<file path="config.mk">
export PLATFORM = sky130hd
export DESIGN_NAME = sprite_palette_pipe
export DESIGN_NICKNAME = d
export VERILOG_FILES = /design/src/rtl/sprite_palette_pipe.sv
export SDC_FILE = /design/constraint.sdc
export NUM_CORES = 1
export LEC_CHECK = 0
export ABC_CLOCK_PERIOD_IN_PS = 2900
export CAP_MARGIN = 25
export CORE_ASPECT_RATIO = 1.2
export CORE_MARGIN = 1
export CORE_UTILIZATION = 35
export CTS_CLUSTER_DIAMETER = 150
export DETAILED_ROUTE_END_ITERATION = 10
export SLEW_MARGIN = 20
export SYNTH_ARGS = -nofsm -noshare
export SYNTH_HDL_FRONTEND = slang
export SYNTH_SLANG_ARGS = --single-unit
</file>
<file path="constraint.sdc">
create_clock -name Clk -period 2.9 [get_ports Clk]
set_input_delay 0.725 -clock Clk [delete_from_list [all_inputs] [get_ports Clk]]
set_output_delay 0.725 -clock Clk [all_outputs]
set_load 0.05 [all_outputs]
</file>
<file path="src/rtl/sprite_palette_pipe.sv">
// Runtime-loadable sprite palette with render modes.
// Two-stage lookup: palette read, then mode/key apply.
module sprite_palette_pipe #(
    parameter int              IDX_W = 4,
    parameter int              CH_W  = 4,
    parameter logic [CH_W-1:0] KEY_R = 4'hF,
    parameter logic [CH_W-1:0] KEY_G = 4'h0,
    parameter logic [CH_W-1:0] KEY_B = 4'hF
) (
    input  logic              Clk,
    input  logic              Reset,
    input  logic              pal_we,
    input  logic [IDX_W-1:0]  pal_waddr,
    input  logic [3*CH_W-1:0] pal_wdata,
    input  logic              tint_we,
    input  logic [3*CH_W-1:0] tint_wdata,
    input  logic              pix_valid,
    input  logic [IDX_W-1:0]  pix_index,
    input  logic [1:0]        pix_mode,
    output logic              out_valid,
    output logic [CH_W-1:0]   red,
    output logic [CH_W-1:0]   green,
    output logic [CH_W-1:0]   blue,
    output logic              transparent
);

    localparam int DEPTH = 2 ** IDX_W;
    localparam int RGB_W = 3 * CH_W;
    localparam logic [RGB_W-1:0] KEY = {KEY_R, KEY_G, KEY_B};

    localparam logic [1:0] M_NORM = 2'b00;
    localparam logic [1:0] M_DIM  = 2'b01;
    localparam logic [1:0] M_INV  = 2'b10;
    localparam logic [1:0] M_TINT = 2'b11;

    logic [RGB_W-1:0] pal [DEPTH];
    logic [RGB_W-1:0] tint;

    logic             s1_valid;
    logic [RGB_W-1:0] s1_entry;
    logic [1:0]       s1_mode;

    logic             s2_key;
    logic [CH_W-1:0]  s2_r;
    logic [CH_W-1:0]  s2_g;
    logic [CH_W-1:0]  s2_b;

    // One channel through the selected render mode.
    function automatic logic [CH_W-1:0] apply_mode(
        input logic [CH_W-1:0] c,
        input logic [CH_W-1:0] t,
        input logic [1:0]      m
    );
        logic [CH_W-1:0] res;
        res = c;
        unique case (m)
            M_NORM:  res = c;
            M_DIM:   res = c >> 1;
            M_INV:   res = ~c;
            M_TINT:  res = t;
            default: res = c;
        endcase
        return res;
    endfunction

    // Palette storage: reset fills every entry with the key colour.
    always_ff @(posedge Clk) begin
        if (Reset) begin
            for (int i = 0; i < DEPTH; i++) begin
                pal[i] <= KEY;
            end
        end else if (pal_we) begin
            pal[pal_waddr] <= pal_wdata;
        end
    end

    // Tint colour register, independent of palette writes.
    always_ff @(posedge Clk) begin
        if (Reset) begin
            tint <= '0;
        end else if (tint_we) begin
            tint <= tint_wdata;
        end
    end

    // Stage 1: read sees the pre-write entry on a same-cycle write.
    always_ff @(posedge Clk) begin
        if (Reset) begin
            s1_valid <= 1'b0;
            s1_entry <= '0;
            s1_mode  <= M_NORM;
        end else begin
            s1_valid <= pix_valid;
            s1_entry <= pal[pix_index];
            s1_mode  <= pix_mode;
        end
    end

    // Stage 2 combinational: key test on the raw entry, then mode.
    always_comb begin
        s2_key = (s1_entry == KEY);
        s2_r   = apply_mode(s1_entry[3*CH_W-1:2*CH_W],
                            tint[3*CH_W-1:2*CH_W], s1_mode);
        s2_g   = apply_mode(s1_entry[2*CH_W-1:CH_W],
                            tint[2*CH_W-1:CH_W], s1_mode);
        s2_b   = apply_mode(s1_entry[CH_W-1:0],
                            tint[CH_W-1:0], s1_mode);
        if (s2_key) begin
            s2_r = '0;
            s2_g = '0;
            s2_b = '0;
        end
    end

    // Stage 2 output registers: zeroed whenever nothing is valid.
    always_ff @(posedge Clk) begin
        if (Reset || !s1_valid) begin
            out_valid   <= 1'b0;
            transparent <= 1'b0;
            red         <= '0;
            green       <= '0;
            blue        <= '0;
        end else begin
            out_valid   <= 1'b1;
            transparent <= s2_key;
            red         <= s2_r;
            green       <= s2_g;
            blue        <= s2_b;
        end
    end

endmodule

</file>
==> results of run 1 <==
[cell type report]
cell class | instances | share of cell area, %
Timing Repair Buffer | 102 | 7.94
Clock inverter | 4 | 0.375
Multi-Input combinational cell | 464 | 28.7
Inverter | 1 | 0.0304
Sequential cell | 233 | 53.3
Tap cell | 390 | 3.95
Clock buffer | 37 | 5.75
[sequential cells by signal, summed over array words and instances (netlist names)]
signal / count
blue: 4
green: 4
out_valid: 1
pal: 192
red: 4
s1_entry: 12
s1_mode: 2
s1_valid: 1
tint: 12
transparent: 1
[worst min path at each step]
stage                              startpoint  slack, ns                      to  depth (start not counted)
after floorplan           s1_valid$_SDFF_PP0_       0.45  transparent$_SDFF_PN0_                          1
after global placement    s1_valid$_SDFF_PP0_       0.46  transparent$_SDFF_PN0_                          1
after detailed placement  s1_valid$_SDFF_PP0_       0.46  transparent$_SDFF_PN0_                          1
after CTS                 s1_valid$_SDFF_PP0_       0.47  transparent$_SDFF_PN0_                          1
after global routing      s1_valid$_SDFF_PP0_       0.51  transparent$_SDFF_PN0_                          1
final                     s1_valid$_SDFF_PP0_       0.47  transparent$_SDFF_PN0_                          1
[per-stage QoR]
step | worst slack [ns] | cell area (um2) | util, % | hold slack [ns]
2_1_floorplan | 0.652 | 10500 | - | 0.452
3_3_place_gp | 0.220 | 11600 | 39.3 | 0.460
3_5_place_dp | 0.112 | 11600 | 39.3 | 0.463
4_1_cts | 0.523 | 12400 | 41.9 | 0.473
5_1_grt | 0.504 | 12400 | 41.9 | 0.506
6_report | 0.546 | 12400 | 41.9 | 0.471
[cell families (layout without fill, tap and decap cells)]
logic type,after synthesis,in the layout,synth area share [%]
compound gates,62,62,4.15
buf+inv,70,144,3.26
mux,97,97,11.9
xor+xnor,12,12,1.00
flops,233,233,62.9
simple gates,293,293,16.8
[power groups by stage]
stage / Sequential [mW] / Combinational [mW] / Clock [mW]
2_1_floorplan: 3.94 / 0.398 / 0
3_3_place_gp: 3.95 / 0.694 / 0
3_5_place_dp: 3.96 / 0.697 / 0
4_1_cts: 3.89 / 0.699 / 3.04
5_1_grt: 3.91 / 0.742 / 3.16
6_report: 3.89 / 0.692 / 2.99
[Yosys cell counts (18+ instances only)]
cell	number
and2_1	29
a22oi_1	24
mux4_2	22
nor2_1	39
mux2i_1	75
or2_2	18
edfxtp_1	192
or3_1	97
and3_1	36
nand2b_1	32
clkbuf_1	42
dfxtp_1	41
[layout by cell type, fill, tap and decap left out, types with 2 or more instances in the layout]
| cell type | n |
|---|---|
| mux2i_1 | 75 |
| clkdlybuf4s50_1 | 51 |
| a31oi_1 | 3 |
| nand2b_1 | 32 |
| and2_1 | 29 |
| and3_1 | 36 |
| or2_2 | 18 |
| nor2b_1 | 8 |
| xnor2_1 | 3 |
| nor3_4 | 2 |
| or3_1 | 97 |
| clkbuf_16 | 25 |
| nand2_1 | 13 |
| o21ai_0 | 13 |
| clkbuf_1 | 8 |
| nor2_1 | 39 |
| a221oi_1 | 6 |
| edfxtp_1 | 192 |
| mux4_2 | 22 |
| a21o_1 | 6 |
| buf_12 | 7 |
| buf_4 | 44 |
| a211oi_1 | 9 |
| dfxtp_1 | 41 |
| nand3_1 | 6 |
| a22oi_1 | 24 |
| xor2_1 | 9 |
| clkbuf_8 | 4 |
[metal layers]
layer	share of wire [%]	global-route usage [%]	wire length [um]	up-vias
li1	-	-	-	2981
met1	42	21.1	10800	3104
met2	50	29.7	12800	172
met3	4.1	2.04	1050	44
met4	3.0	5.86	757	0
met5	0	0	0	-
==> results.md, run 1 <==
- Run status: finished, final reports clean
- Initial antenna violation count: 0
- Worst hold-check path type: reg -> reg
- Kind of cell adding the most delay to the critical path: buffers and inverters
- Post_cts resized: 0
- Area contributors post-synth: edfxtp_1, dfxtp_1, mux2i_1
- Critical Path Slowest Stage Cell: clkdlybuf4s50_1
- Clock sinks: 233
- Hpwl dp: 17.2 mm
- Maxcap violations: 0
- Worst setup path end: green[0]
- Comb pwr share: 9.1%
- Die Wd: 160 um
- Antenna diodes: 0
- Final Cycle Share: 81.2%
- Drt drc: 0
- Startpoint Class: flip-flop
- Worst reg2reg startpoint: s1_entry[7]$_SDFF_PP0_
- Critical path required time: 2.17 ns
- Sequential fraction of the synthesis area: 62.9%
- CTS hold repair buffers: 0
- Die height: 191 um
- Number of buffers created by CTS: 24
- Yosys reg bits: 233
- CP Max Fanout: 1
- Critical-path cell list: clkdlybuf4s50_1
- Largest net degree at the start of global routing: 35
- Placed insts: 1,190
- Arrival time at the worst endpoint: 1.63 ns
- Psw: 1.71 mW
- Syn_nets: 806
- Vias in the first global route: 6,337
- Gpl congestion: 0.773
- Critical setup path kind: reg -> out
- Multi-input combinational cell area: 3540 um2
- Post-synthesis async set-or-reset flop share: 0%
- Final min period: 2.35 ns
- Core Box Area: 29,500 um2
- Max VDD drop: 0.262 mV
- Vias per inst: 5.12
- Buffer count from post-CTS setup fixing: 0
- Sequential Power Share: 51.4%
- Post-DR wirelength/cell: 20.6 um
- Flop-to-flop setup slack: 1.13 ns
- Die area: 30,600 um2
- Critical Path Start: green[0]$_SDFF_PP0_
- Clk slew on worst S/H paths: 0.06 ns
- Initial DRC Count: 438
- Ys Warns: 0
- Worst Reg-to-Reg Cells: 4
- CTS tree: done
- Root Buffer: clkbuf_16
- Slew Limit Headroom: 46.8%
- GRT Total Usage: 16.8%
- Crit end category: output pin
- Via count: 6,301
- First-pass GRT wire length: 38.5 mm
- Top-Level Pins: 53
- Mean Syn Cell Area: 13.6 um2
- Netlist cell types: 43
- Mapped Cells: 767
- Internal power: 5.86 mW
- CP Depth: 1
- Final Total Pwr: 7.57 mW
- Reg area: 6590 um2
- Max frequency: 425 MHz
- H-tree Lvls: 1
- Initial core utilization: 35.5%
- Final nets: 865
- P&R area growth vs syn: 18.0%
- Layout cells sized above 1: 15.5%
- Lkg Pwr: 4.45 nW
- Fin Clk Skew: 0.00821 ns
- Setup tns final: 0 ns
- Layout Cells excl Fill: 1,231
- RSZ-0062 raised after global routing: false
- Clock network fraction of design power: 39.5%
- Top cell type's share of synthesized area: 55.1%
- RR Endpoint: blue[1]$_SDFF_PP0_
- Slew Limit Fails: 0
- Primary FF master, synth: edfxtp_1
- Number of port buffers: 52
- Mapped Area: 10,500 um2
- Net Sw Frac: 22.6%
- Final Hold Vio Count: 0
- Worst path bufs/invs: 1
- Worst Tran Pin Value: 0.795 ns
- Number of fill cells: 2,744
- Post-synth EDFFs: 192
- # rows: 69
- Total grt overflow: 0
- Skew-Pair Late Insertion Delay: 0.52 ns
- First-pass DRT Iterations: 4
- Max Root-Sink Buffers: 3
- PwrDens: 612 nW/um2
- Routed Antenna Nets: 0
- Final Routed Wirelength: 25.4 mm
- Synth area leader: edfxtp_1
- Max incr delay on CP: 0.79 ns
- # setup viols final: 0
(Power assumes the default switching activity.)
==> run 2: changes to the inputs <==
- ABC_CLOCK_PERIOD_IN_PS: 2900 -> 2300
- clock period: 2.9 -> 2.3 ns (I/O delays scaled with it)
==> results.md, run 2 (synthesis results as in run 1) <==
- Startpoint Class: flip-flop
- Core Box Area: 29,500 um2
- Skew-Pair Late Insertion Delay: 0.51 ns
- Root Buffer: clkbuf_16
- Max VDD drop: 0.439 mV
- Most common cell after layout, fill and taps aside: edfxtp_1
- Clock sinks: 233
- # setup viols final: 0
- Critical setup path kind: reg -> out
- Register with the most flip-flops: pal
- Layout cells sized above 1: 22.4%
- Vias per inst: 5.07
- Placement Setup Slack: -0.138 ns
- Slew Limit Headroom: 50.3%
- Max frequency: 455 MHz
- CP Depth: 1
- Initial core utilization: 35.5%
- Maxcap violations: 0
- First-pass DRT Iterations: 5
- H-tree Lvls: 1
- Clock network fraction of design power: 39.2%
- Top-Level Pins: 53
- Final Hold Vio Count: 0
- Worst hold-check path type: reg -> reg
- Die Wd: 160 um
- Critical path required time: 1.73 ns
- Largest regs: pal x192, s1_entry x12, tint x12
- Net Sw Frac: 23.0%
- GRT Total Usage: 17.7%
- Worst hold stages: 1
- Comb pwr share: 10.4%
- Initial antenna violation count: 0
- # rows: 69
- Gpl congestion: 0.792
- Kind of cell adding the most delay to the critical path: buffers and inverters
- Psw: 2.23 mW
- First-pass GRT wire length: 40.9 mm
- Die area: 30,600 um2
- Run status: finished, final reports clean
- Drt drc: 0
- CP Max Fanout: 1
- Antenna diodes: 0
- Internal power: 7.49 mW
- Setup tns final: 0 ns
- PwrDens: 741 nW/um2
- Number of buffers created by CTS: 25
- Post-route cell area: 13,100 um2
- Post_cts resized: 0
- Crit end category: output pin
- Vias in the first global route: 6,828
- Placed cell areas: 12,400 um2
- Via count: 6,638
- Post-DR wirelength/cell: 20.3 um
- Clk slew on worst S/H paths: 0.06 ns
- Critical-path cell list: clkdlybuf4s50_1
- Buffer count from post-CTS setup fixing: 0
- CTS hold repair buffers: 0
- Final nets: 940
- Slew Limit Fails: 0
- Final core utilization: 44.5%
- Arrival time at the worst endpoint: 1.62 ns
- Commonest non-fill, non-tap cells in the layout: edfxtp_1, buf_4, or3_1, mux2i_1, clkdlybuf4s50_1
- P&R area growth vs syn: 25.4%
- Largest net degree at the start of global routing: 33
- Final Routed Wirelength: 26.6 mm
- Hpwl dp: 18.9 mm
- Worst Reg-to-Reg Cells: 4
- Final min period: 2.20 ns
- Final Cycle Share: 95.6%
- Routed Antenna Nets: 0
- Worst path bufs/invs: 1
- Sequential Power Share: 50.4%
- Max Root-Sink Buffers: 3
- CTS tree: done
- Total grt overflow: 0
- Critical Path Slowest Stage Cell: clkdlybuf4s50_1
- Lkg Pwr: 4.90 nW
- Max reg flops: 192
- Initial DRC Count: 563
- Final WS setup: 0.100 ns
- Fin Clk Skew: 0.00865 ns
- Die height: 191 um
- RSZ-0062 raised after global routing: false
- Worst Tran Pin Value: 0.743 ns
- Number of port buffers: 52
- Max incr delay on CP: 0.80 ns
[run 2: changes by cell type in the layout (fill, tap and decap cells not counted), moves of 3 or more]
cell and delta:
buf_12 +16, buf_4 +58, clkbuf_1 -3, clkbuf_8 -4, clkinv_1 +5, clkinv_2 +4
[run 2: layout make-up]
type / count / area (um2)
clock buffer: 30 / 644
timing repair buffer: 176 / 1740
multi-input combinational: 464 / 3540
clock inverter: 15 / 125
sequential: 233 / 6590
fill: 2678 / 16400
tap: 390 / 488
inverter: 1 / 3.75
[run 2: routing by layer]
metal	routed length (um)	part of all wire (%)	global-route usage, %
met1	11300	42	22.4
met4	782	2.9	5.93
met5	0	0	0
met3	1080	4.0	1.87
met2	13500	51	31.6
[run 2: worst register-to-register path, delay by kind of cell (launching register included)]
kind | cells | cell delay [ns]
simple gates | 3 | 1.17
flops | 1 | 0.35
compound gates | 1 | 0.09
[run 2: final timing paths]
check | startpoint | end | slack, ns
setup / recovery | green[0]$_SDFF_PP0_ | green[0] | 0.10
setup reg to reg | s1_entry[7]$_SDFF_PP0_ | blue[0]$_SDFF_PP0_ | 0.52
hold reg to reg | s1_valid$_SDFF_PP0_ | transparent$_SDFF_PN0_ | 0.47
hold / removal | s1_valid$_SDFF_PP0_ | transparent$_SDFF_PN0_ | 0.47
[run 2: power groups by stage]
stage	combinational (mW)	sequential, mW	clock, mW
after floorplan	0.502	4.97	0
after global placement	1.01	4.99	0
after detailed placement	1.01	4.99	0
after CTS	1.02	4.91	3.89
after global routing	1.08	4.93	4.03
final	1.01	4.90	3.81
[run 2: metrics by stage]
step / power [mW] / std cells / hold slack (ns)
floorplan: 5.48 / 767 / 0.452
global placement: 5.99 / 1264 / 0.459
detailed placement: 6.01 / 1264 / 0.466
CTS: 9.81 / 1309 / 0.474
global route: 10.0 / 1309 / 0.506
finish: 9.73 / 1309 / 0.471
